`config.mk`:
```
export PLATFORM = sky130hd
export DESIGN_NAME = div_ctrl
export DESIGN_NICKNAME = d
export VERILOG_FILES = /design/src/rtl/div_ctrl_pkg.sv /design/src/rtl/gnrl_dfflr.sv /design/src/rtl/div_ctrl.sv
export SDC_FILE = /design/constraint.sdc
export NUM_CORES = 1
export LEC_CHECK = 0
export ABC_AREA = 1
export CORE_UTILIZATION = 35
export CTS_CLUSTER_SIZE = 14
export DETAILED_ROUTE_END_ITERATION = 10
export PLACE_DENSITY = 0.82
export SETUP_SLACK_MARGIN = 0.15
export SYNTH_ARGS = -nofsm -noshare
export SYNTH_HDL_FRONTEND = slang
export SYNTH_HIERARCHICAL = 1
export SYNTH_SLANG_ARGS = --single-unit
```
`constraint.sdc`:
```
create_clock -name clk -period 1.8 [get_ports clk]
set_input_delay 0.18 -clock clk [delete_from_list [all_inputs] [get_ports clk]]
set_output_delay 0.18 -clock clk [all_outputs]
set_load 0.02 [all_outputs]
```
`src/rtl/div_ctrl_pkg.sv`:
```
// Shared constants and state encoding for the divider controller.
package div_ctrl_pkg;

  localparam int REG_WIDTH = 32;

  localparam logic DIV_START = 1'b1;
  localparam logic DIV_STOP  = 1'b0;

  localparam logic [REG_WIDTH-1:0] ZERO_WORD = '0;

  // GUARD holds off a restart until the divider has left DivByZero/DivEnd.
  localparam logic [1:0] GUARD_LOAD = 2'd3;

  typedef enum logic [1:0] {
    DIV_CTRL_IDLE    = 2'b00,
    DIV_CTRL_BUSY    = 2'b01,
    DIV_CTRL_RELEASE = 2'b10,
    DIV_CTRL_GUARD   = 2'b11
  } div_ctrl_state_e;

endpackage

```
`src/rtl/gnrl_dfflr.sv`:
```
// Generic D flip-flop with load enable and synchronous active-high reset to zero.
module gnrl_dfflr #(
  parameter int DW = 1
) (
  input  logic          clk,
  input  logic          rst,
  input  logic          i_lden,
  input  logic [DW-1:0] i_dnxt,
  output logic [DW-1:0] o_qout
);

  logic [DW-1:0] r_q;

  // Capture on load enable; reset clears to zero.
  always_ff @(posedge clk) begin
    if (rst) begin
      r_q <= '0;
    end else if (i_lden) begin
      r_q <= i_dnxt;
    end
  end

  assign o_qout = r_q;

endmodule

```
`src/rtl/div_ctrl.sv`:
```
// EX-stage sequencer for the multi-cycle divider: starts it, stalls the pipe,
// strobes the HI/LO write on completion, and annuls it on a flush.
module div_ctrl
  import div_ctrl_pkg::*;
(
  input  logic                 clk,
  input  logic                 rst,
  input  logic                 div_req_i,
  input  logic                 div_signed_i,
  input  logic [REG_WIDTH-1:0] rs_data_i,
  input  logic [REG_WIDTH-1:0] rt_data_i,
  input  logic                 flush_i,
  input  logic [63:0]          div_result_i,
  input  logic                 div_ready_i,
  output logic                 div_start_o,
  output logic                 div_annul_o,
  output logic                 div_signed_o,
  output logic [REG_WIDTH-1:0] div_op1_o,
  output logic [REG_WIDTH-1:0] div_op2_o,
  output logic                 stallreq_o,
  output logic                 whilo_o,
  output logic [REG_WIDTH-1:0] hi_o,
  output logic [REG_WIDTH-1:0] lo_o
);

  logic [1:0]      r_state;
  logic [1:0]      r_cnt;
  div_ctrl_state_e w_state;
  div_ctrl_state_e w_state_nxt;
  logic [1:0]      w_state_nxt_bits;
  logic [1:0]      w_cnt_nxt;
  logic            w_start_nxt;
  logic            w_annul_nxt;
  logic            w_op_lden;
  logic            w_whilo;

  assign w_state          = div_ctrl_state_e'(r_state);
  assign w_state_nxt_bits = w_state_nxt;

  gnrl_dfflr #(.DW(2)) u_state (
    .clk    (clk),
    .rst    (rst),
    .i_lden (1'b1),
    .i_dnxt (w_state_nxt_bits),
    .o_qout (r_state)
  );

  gnrl_dfflr #(.DW(2)) u_cnt (
    .clk    (clk),
    .rst    (rst),
    .i_lden (1'b1),
    .i_dnxt (w_cnt_nxt),
    .o_qout (r_cnt)
  );

  gnrl_dfflr #(.DW(1)) u_start (
    .clk    (clk),
    .rst    (rst),
    .i_lden (1'b1),
    .i_dnxt (w_start_nxt),
    .o_qout (div_start_o)
  );

  gnrl_dfflr #(.DW(1)) u_annul (
    .clk    (clk),
    .rst    (rst),
    .i_lden (1'b1),
    .i_dnxt (w_annul_nxt),
    .o_qout (div_annul_o)
  );

  // Operands and signedness are captured only on the start edge, so they stay
  // frozen while the divider may re-read the sign bits at its final step.
  gnrl_dfflr #(.DW(1)) u_signed (
    .clk    (clk),
    .rst    (rst),
    .i_lden (w_op_lden),
    .i_dnxt (div_signed_i),
    .o_qout (div_signed_o)
  );

  gnrl_dfflr #(.DW(REG_WIDTH)) u_op1 (
    .clk    (clk),
    .rst    (rst),
    .i_lden (w_op_lden),
    .i_dnxt (rs_data_i),
    .o_qout (div_op1_o)
  );

  gnrl_dfflr #(.DW(REG_WIDTH)) u_op2 (
    .clk    (clk),
    .rst    (rst),
    .i_lden (w_op_lden),
    .i_dnxt (rt_data_i),
    .o_qout (div_op2_o)
  );

  // Next-state and strobe decode; flush outranks ready while busy.
  always_comb begin
    w_state_nxt = w_state;
    w_cnt_nxt   = r_cnt;
    w_start_nxt = div_start_o;
    w_annul_nxt = 1'b0;
    w_op_lden   = 1'b0;
    w_whilo     = 1'b0;
    case (w_state)
      DIV_CTRL_IDLE: begin
        if (div_req_i && !flush_i) begin
          w_op_lden   = 1'b1;
          w_start_nxt = DIV_START;
          w_state_nxt = DIV_CTRL_BUSY;
        end
      end
      DIV_CTRL_BUSY: begin
        if (flush_i) begin
          w_annul_nxt = 1'b1;
          w_start_nxt = DIV_STOP;
          w_cnt_nxt   = GUARD_LOAD;
          w_state_nxt = DIV_CTRL_GUARD;
        end else if (div_ready_i) begin
          w_whilo     = !rst;
          w_start_nxt = DIV_STOP;
          w_state_nxt = DIV_CTRL_RELEASE;
        end
      end
      DIV_CTRL_RELEASE: begin
        if (!div_ready_i) begin
          w_state_nxt = DIV_CTRL_IDLE;
        end
      end
      DIV_CTRL_GUARD: begin
        if (r_cnt == 2'd0) begin
          if (!div_ready_i) begin
            w_state_nxt = DIV_CTRL_IDLE;
          end
        end else begin
          w_cnt_nxt = r_cnt - 2'd1;
        end
      end
      default: begin
        w_state_nxt = DIV_CTRL_IDLE;
      end
    endcase
  end

  // The pipe only advances on the completion cycle; everything else with a
  // pending request holds it.
  assign stallreq_o = div_req_i & ~w_whilo;
  assign whilo_o    = w_whilo;
  assign hi_o       = w_whilo ? div_result_i[63:32] : ZERO_WORD;
  assign lo_o       = w_whilo ? div_result_i[31:0]  : ZERO_WORD;

endmodule

```
==> out/results.ini <==
[status]
status=finished clean

[sta]
setup_ws_ns=0.185
skew_ns=0.00934
fmax_mhz=619
slew_violations=0
fin_crit_sh_pct=89.7
fin_setup_tns_ns=0
hold_slack_ns=0.433
min_period_ns=1.61
setup_viol=0
rsz0062_at_grt=yes
hold_viol=0

[floorplanning]
die_area_um2=11200
die_height_um=106
start_util_pct=36.3
ios=267
rows=37
die_width_um=106
core_area_um2=10400

[finish]
final_core_util_pct=63.7
fillers=970
antenna_cells=0
fin_nets=1045
final_common_cell=clkdlybuf4s50_1
area_growth_pct=75.4
final_cell_mix=clkdlybuf4s50_1, nor2_1, nand2_1
drive_above_1_share_pct=14.6

[worst_setup_path]
worstPathRequired_ns=1.62
timing.rr.end=u_signed/o_qout
ff2ff_setup_slack_ns=0.41
path_class=register to output port
crit_slowest_cell=dfxtp_2
crit_path_max_incr_delay_ns=0.37
crit_family=simple AND/OR/NAND/NOR gates
worstSetupStartpointType=register
cp_data_arrival_time_ns=1.43
reg2reg_from=u_state/o_qout[0]
worst-path-buf-inv=2
worstSetupStartpoint=u_state/o_qout[0]
setup.worst_path.end_class=output port
path_cells=nand2_2 -> nor2_4 -> nand2_4 -> buf_12 -> nor2_1 -> buf_4
worstSetupEndpoint=lo_o[24]
cp_max_fo=32
reg2regPathDepth=8
crit_cells=6

[drt]
num_vias=4171
routedWlPerCell_um=11.5
antenna_left=0
route.detailed.drc=0
totalWireLength_um=12100
drt_iter0_drc=222
avgViaCountPerCell=3.96
firstDrtPassIters=6

[clocking]
cts_inserted_buffers=9
tritoncts=yes
clkLatencyLatePin_ns=0.34
htree_levels=3
cts.clk_slew.worst_paths_ns=0.08
clock-sinks=71
post-cts-setup-buffer-count=0
cts_root_buffer=clkbuf_8
clockBufferDepth=2

[placement]
dp_hpwl_um=9440
gp_congestion=0.906
post-place-ws_ns=-0.325
io_buffers=266

[power_and_ir_drop]
p_per_area_nw_per_um2=607
p_leak_nw=3.47
power_frac_seq_pct=43.5
power.switching_w=0.00121
vdd_drop_max_mv=0.478
swShare_pct=30.2
combinationalPowerShare_pct=28.8
finalPower_w=0.00401
power_frac_clock_pct=27.7
internal-power_w=0.00280

[yosys]
ys_warn_count=6
syn_area_per_cell_um2=5.95
yosysUniqueCellTypes=15
ys_seq_elements=71
yosysSeqAreaShare_pct=37.7
synthCells=633
synth_area_um2=3770

[worst_hold_path]
hold_start=rs_data_i[8]
hold_class=input pin to register

[global_routing]
grt_pass1_wl_um=18500
grt_overflow=0
grt_pass1_vias=3743
grt_max_degree=53
grtUsageTotal_pct=21.1
antenna_found_initial=0

[flow_run]
maxCapViolations=0

-- worst register-to-register path: stages, from the launching register on --
cell and delay [ns]:
dfxtp_2 0.35, inv_1 0.09, buf_4 0.13, nand2_1 0.08, nor2_4 0.13, buf_4 0.32
nand2_1 0.10, nand2_1 0.08, nor2_2 0.03
-- per-stage QoR --
stage | std cells | cell area [um2]
after floorplan | 644 | 3810
after global placement | 1036 | 6580
after detailed placement | 1036 | 6580
after CTS | 1052 | 6440
after global routing | 1052 | 6610
final | 1052 | 6610
-- cells in the mapped netlist --
cell type / instances / area, um2
nor2_1: 200 / 751
buf_6: 20 / 225
buf_2: 6 / 30.0
nor2_2: 21 / 131
nand3_1: 3 / 15.0
inv_1: 149 / 559
conb_1: 1 / 3.75
nand2_2: 1 / 6.26
a21oi_1: 1 / 5.00
o21ai_0: 3 / 15.0
nand2_4: 1 / 11.3
inv_2: 1 / 3.75
dfxtp_1: 71 / 1420
nor2_4: 1 / 11.3
nand2_1: 154 / 578
-- layer usage --
metal	wire (um)	up-vias	GRT usage, %
li1	-	2281	-
met1	4950	1735	23.7
met2	6130	134	38.4
met3	695	21	4.76
met4	328	0	8.43
met5	0	-	0
-- power groups by stage --
stage / combinational (W) / sequential, W / clock, W
detailed placement: 0.00116 / 0.00178 / 0
global placement: 0.00115 / 0.00178 / 0
finish: 0.00116 / 0.00175 / 0.00111
global route: 0.00126 / 0.00176 / 0.00122
floorplan: 0.000418 / 0.00192 / 0
CTS: 0.00115 / 0.00175 / 0.00115
-- flip-flops by register name, summed over array words and instances (netlist names) --
signal / flops
u_start/o_qout: 1
u_state/o_qout: 2
u_annul/o_qout: 1
u_op2/o_qout: 32
u_op1/o_qout: 32
u_cnt/o_qout: 2
u_signed/o_qout: 1
-- how the worst min path moves through the flow --
| stage | cells past startpoint | end |
|---|---|---|
| after floorplan | 3 | u_state/o_qout[0] |
| after global placement | 2 | u_op1/o_qout[8] |
| after detailed placement | 2 | u_op1/o_qout[22] |
| after CTS | 5 | u_op1/o_qout[8] |
| after global routing | 5 | u_op2/o_qout[9] |
| final | 5 | u_op1/o_qout[8] |
-- final cells by class --
| class | instances | area, um2 | share of cell area (%) |
|---|---|---|---|
| clock buffers | 9 | 124 | 1.88 |
| clock inverters | 7 | 50.0 | 0.758 |
| inverters | 150 | 563 | 8.52 |
| multi-input cells | 397 | 1600 | 24.3 |
| flip-flops and latches | 71 | 1420 | 21.5 |
| well taps | 136 | 170 | 2.58 |
| repair buffers | 282 | 2670 | 40.5 |
-- repair_timing --
| item | CTS | global route |
|---|---|---|
| gates resized for setup | 265 | 72 |
| hold buffers | 0 | 0 |
| cloned | 0 | 0 |
| setup endpoints to repair | 66 | 65 |
-- logic make-up (layout without fill, tap and decap cells) --
kind of cell,count (synthesis),after routing,share of synthesized area [%]
compound gates,4,4,0.531
simple gates,381,381,39.9
other cells,1,12,0.0995
flops,71,71,37.7
buf+inv,176,448,21.7
(Power assumes the default switching activity.)
